## config.mk

```make
export PLATFORM = sky130hd
export DESIGN_NAME = spi_cmd_sequencer
export DESIGN_NICKNAME = d
export VERILOG_FILES = /design/src/rtl/spi_cmd_sequencer.sv
export SDC_FILE = /design/constraint.sdc
export NUM_CORES = 1
export LEC_CHECK = 0
export CAP_MARGIN = 15
export CORE_ASPECT_RATIO = 2
export CORE_MARGIN = 8
export CORE_UTILIZATION = 55
export CTS_CLUSTER_SIZE = 24
export DETAILED_ROUTE_END_ITERATION = 12
export HOLD_SLACK_MARGIN = 0.02
export PLACE_DENSITY_LB_ADDON = 0.05
export RECOVER_POWER = 25
export REMOVE_ABC_BUFFERS = 1
export SKIP_LAST_GASP = 1
export SLEW_MARGIN = 40
export SYNTH_ARGS = -nofsm -noshare
export SYNTH_HDL_FRONTEND = slang
export SYNTH_SLANG_ARGS = --single-unit
export TNS_END_PERCENT = 30
```

## constraint.sdc

```tcl
create_clock -name clk -period 7.7 [get_ports clk]
set_input_delay 1.54 -clock clk [delete_from_list [all_inputs] [get_ports clk]]
set_output_delay 1.54 -clock clk [all_outputs]
set_load 0.01 [all_outputs]
```

## src/rtl/spi_cmd_sequencer.sv

```systemverilog
// rtl/spi_cmd_sequencer.sv - SPI command FIFO and guard-time scheduler; SPI_SEQ_IRQ_EN enables the drained irq
module spi_cmd_sequencer #(
   parameter int DEPTH    = 16,
   parameter int AW       = 4,
   parameter int XFER_GAP = 460,
   parameter int PWR_GAP  = 4
) (
   input  logic        clk,
   input  logic        reset,
   input  logic        wr_en,
   input  logic [9:0]  wr_data,
   input  logic        flush,
   output logic [31:0] status,
   output logic        spi_start,
   output logic [9:0]  spi_din,
   output logic        irq
);

   localparam int GMAX = (XFER_GAP > PWR_GAP) ? XFER_GAP : PWR_GAP;
   localparam int GW   = $clog2(GMAX + 1);

   typedef enum logic [1:0] {IDLE, ISSUE, HOLD} state_t;

   state_t          state, state_nxt;
   logic [9:0]      mem [DEPTH];
   logic [AW-1:0]   rd_ptr, wr_ptr;
   logic [AW:0]     count;
   logic            ovf;
   logic [GW-1:0]   gap_cnt;
   logic            full, empty, busy, push, pop, gap_done;

   assign full     = (count == (AW+1)'(DEPTH));
   assign empty    = (count == '0);
   assign busy     = (state != IDLE);
   assign push     = wr_en && !flush && !full;
   assign gap_done = (gap_cnt <= GW'(1));
   assign status   = {20'h0, ovf, busy, full, empty, 8'(count)};

   always_ff @(posedge clk or posedge reset) begin
      if (reset) state <= IDLE;
      else       state <= state_nxt;
   end

   // The pop happens on the edge entering ISSUE so spi_start is visible during ISSUE.
   always_comb begin
      state_nxt = state;
      pop       = 1'b0;
      case (state)
         IDLE: begin
            if (!empty && !flush) begin
               state_nxt = ISSUE;
               pop       = 1'b1;
            end
         end
         ISSUE: state_nxt = HOLD;
         HOLD: begin
            if (gap_done) begin
               if (!empty && !flush) begin
                  state_nxt = ISSUE;
                  pop       = 1'b1;
               end else begin
                  state_nxt = IDLE;
               end
            end
         end
         default: state_nxt = IDLE;
      endcase
   end

   always_ff @(posedge clk) begin
      if (push) mem[wr_ptr] <= wr_data;
   end

   // A write while full is dropped even when a pop frees a slot in the same cycle.
   always_ff @(posedge clk or posedge reset) begin
      if (reset) begin
         rd_ptr <= '0;
         wr_ptr <= '0;
         count  <= '0;
         ovf    <= 1'b0;
      end else if (flush) begin
         rd_ptr <= '0;
         wr_ptr <= '0;
         count  <= '0;
         ovf    <= 1'b0;
      end else begin
         if (push) wr_ptr <= wr_ptr + AW'(1);
         if (pop)  rd_ptr <= rd_ptr + AW'(1);
         count <= count + {{AW{1'b0}}, push} - {{AW{1'b0}}, pop};
         if (wr_en && full) ovf <= 1'b1;
      end
   end

   // ISSUE plus the HOLD cycles together span exactly the guard time of the word.
   always_ff @(posedge clk or posedge reset) begin
      if (reset) begin
         spi_start <= 1'b0;
         spi_din   <= '0;
         gap_cnt   <= '0;
      end else begin
         spi_start <= pop;
         if (pop) spi_din <= mem[rd_ptr];
         if (state == ISSUE)
            gap_cnt <= spi_din[9] ? GW'(PWR_GAP - 1) : GW'(XFER_GAP - 1);
         else if (state == HOLD && gap_cnt != '0)
            gap_cnt <= gap_cnt - GW'(1);
      end
   end

`ifdef SPI_SEQ_IRQ_EN
   always_ff @(posedge clk or posedge reset) begin
      if (reset) irq <= 1'b0;
      else       irq <= (state == HOLD) && (state_nxt == IDLE);
   end
`else
   assign irq = 1'b0;
`endif

endmodule

```

==> run metrics <==
final layout net count=572; via count=4,277; HPWL after detailed placement=11.8 mm; die area=19,900 µm²; post-DR vias/cell=5.69; Overall Power=2.88 mW; later-pin clock latency in the skew report=0.43 ns; switch share=0.295; initial antenna violation count=0; Worst EP arrival=4.97 ns; final instance area=9390 µm²; final hold vios=0; CTS tree=built; worst path cell trace=dlygate4sd3_1 > clkbuf_1 > or3_1 > nor2_2 > ha_1 > inv_1 > ha_1 > inv_1 > fa_1 > nor2b_1 > o21bai_1 > a21oi_1 > nor3b_1; # diodes=0; Setup crit end kind=flip-flop; worst slew pin tran=2.02 ns; post-synthesis cell type count=58; Post-CTS Setup Inserts=0; Layout area overhead=10.8%; post-cts resize count=0; htree depth=4; WL final=16.7 mm; Area contributors post-synth=edfxtp_1, dfrtp_1, mux4_2; core area=15,200 µm²; Yosys top cell area share=0.567; pin count of the biggest net entering global routing=44; most frequent cells after synthesis=edfxtp_1, dfrtp_1, buf_4; Max-Cap Viols=1; Worst path max stage delay=0.54 ns; pwr/cell area=306 nW/µm²; Final min period=4.70 ns; largest fanout on the critical path=18; Synth Cell Area=8480 µm²; # hold bufs at CTS=0; setup TNS=0 ns; Max-slew headroom=-0.346; Tcrit/Tclk final=0.610; GRT Overall Usage=0.176; Crit path depth=13; register area share after synthesis=0.673; First-pass DRT Iterations=5; WL per Instance=22.2 µm; kind of start point of the critical path=primary input; row cnt=64; antenna viol nets, final=0; Avg Inst Size Synth=16.6 µm²; Max clock buf depth=2; outcome=complete, but fails checks; placed instance area=8910 µm²; Crit path required time=7.97 ns; I/O Pins=58; cells on worst reg2reg path=12; layout filler cell count=1,139; number of synthesized register bits=196; Mapped Cells=510; Max Clk Rate=0.213 GHz; RD Place Congestion=0.794; P_sw=0.848 mW; Max VDD drop=187 µV; crit path buf inv count=4; total CTS buffers=17; failing checks=max-capacitance violations, max-slew violations; vias in the first global route=4,703; CTS clock-pin slew for the worst setup and hold paths=0.07 ns; P_int=2.03 mW; warnings from Yosys=0; Leak=3.12 nW; Slowest cell on crit path=nor2_2; Initial DRC Count=282; top-count cell post-synth=edfxtp_1; clock skew=0.0100 ns; RSZ-0062 raised after global routing=no; Congestion Overflow GR=0; Num Clock Sinks=196; Die H=192 µm; root buffer cell=clkbuf_16; cell class contributing the biggest share of worst-path delay=simple AND/OR/NAND/NOR gates; Crit Path Category=in -> reg; Die W=104 µm; FFs w/ async S/R, synth=0.184; min-delay worst type=reg -> reg; Slew Viols, Final=37; Yosys top cell by area=edfxtp_1; Synth Flop Type=edfxtp_1; Worst Hold Depth=2; logic gate share of total power=0.262; Initial Util=0.557; hold_ws=0.508 ns; port bufs=33; final setup fails=0; share of cells above drive strength 1=0.206; first-pass GRT wire length=26.1 mm; Seq pwr share=0.459; Clock power frac=0.279; EDFF count, synth=160; Residual DRC=0
## metrics by stage
step | utilization | setup slack, ns | instances
CTS | 0.620 | 3.38 | 752
global placement | 0.584 | 2.74 | 722
finish | 0.617 | 3.00 | 752
detailed placement | 0.586 | 2.94 | 722
floorplan | - | 3.63 | 481
global route | 0.617 | 2.66 | 752
## worst reg2reg max path, stage by stage, from the launching register on
cell and delay [ns]:
dfrtp_1 0.42, or3_4 0.46, o41a_1 0.52, nor2_2 0.57, ha_1 0.34, inv_1 0.06, ha_1 0.16, inv_1 0.06
fa_1 0.38, nor2b_1 0.16, o21bai_1 0.10, a21oi_1 0.16, nor3b_1 0.07
## state kept, by name (all words and copies together), names as in the netlist
name and cells:
mem 160, spi_din 10, gap_cnt 9, count 5, rd_ptr 4, wr_ptr 4
state 2, ovf 1, spi_start 1
## placed cells by master (no fill, tap or decap), types with 7 or more instances in the layout
cell type / count
nand2_1: 11
a21oi_1: 19
conb_1: 24
xnor2_1: 7
mux4_2: 30
inv_1: 19
a21oi_2: 18
dfrtp_1: 34
ha_1: 14
mux2_2: 9
a2bb2oi_1: 11
clkdlybuf4s50_1: 27
buf_4: 7
mux2i_1: 23
nor2_1: 14
clkbuf_16: 17
edfxtp_1: 160
nor2_2: 13
a22oi_1: 9
## logic make-up after synthesis
| group | count (synthesis) | share of synthesized area |
|---|---|---|
| compound gates | 79 | 0.0754 |
| other cells | 1 | 0.000442 |
| mux | 62 | 0.119 |
| flops | 196 | 0.673 |
| buf+inv | 71 | 0.0490 |
| simple gates | 76 | 0.0498 |
| xor+xnor | 10 | 0.0103 |
| fa+ha+maj | 15 | 0.0230 |
## power groups by stage
stage	sequential [mW]	clock (mW)	combinational, mW
floorplan	1.37	0	0.468
global placement	1.35	0	0.761
detailed placement	1.35	0	0.774
CTS	1.33	0.817	0.780
global route	1.33	0.852	0.830
finish	1.32	0.801	0.754
## layer usage
metal,vias to the layer above,part of all wire,GRT usage
met1,2210,0.36,0.171
li1,1965,-,-
met3,20,0.030,0.0327
met5,-,0,0
met4,0,0.021,0.0780
met2,82,0.59,0.347
## layout make-up
cell class	count	area, µm²	share of cell area
Multi-Input combinational cell	266	2440	0.260
Clock inverter	10	87.6	0.00932
Sequential cell	196	5710	0.608
Timing Repair Buffer	43	394	0.0420
Clock buffer	20	437	0.0465
Inverter	19	71.3	0.00759
Tap cell	198	248	0.0264
## final timing paths
path / start / to / slack [ns]
setup / recovery: flush / count[4] / 3.00
hold / removal: ovf / ovf / 0.51
setup reg to reg: gap_cnt[4] / count[4] / 4.09
hold reg to reg: ovf / ovf / 0.51
max in group asynchronous: reset / rd_ptr[2] / 3.99
min in group asynchronous: reset / state[0] / 2.29
Power figures use the tool's default switching activity.
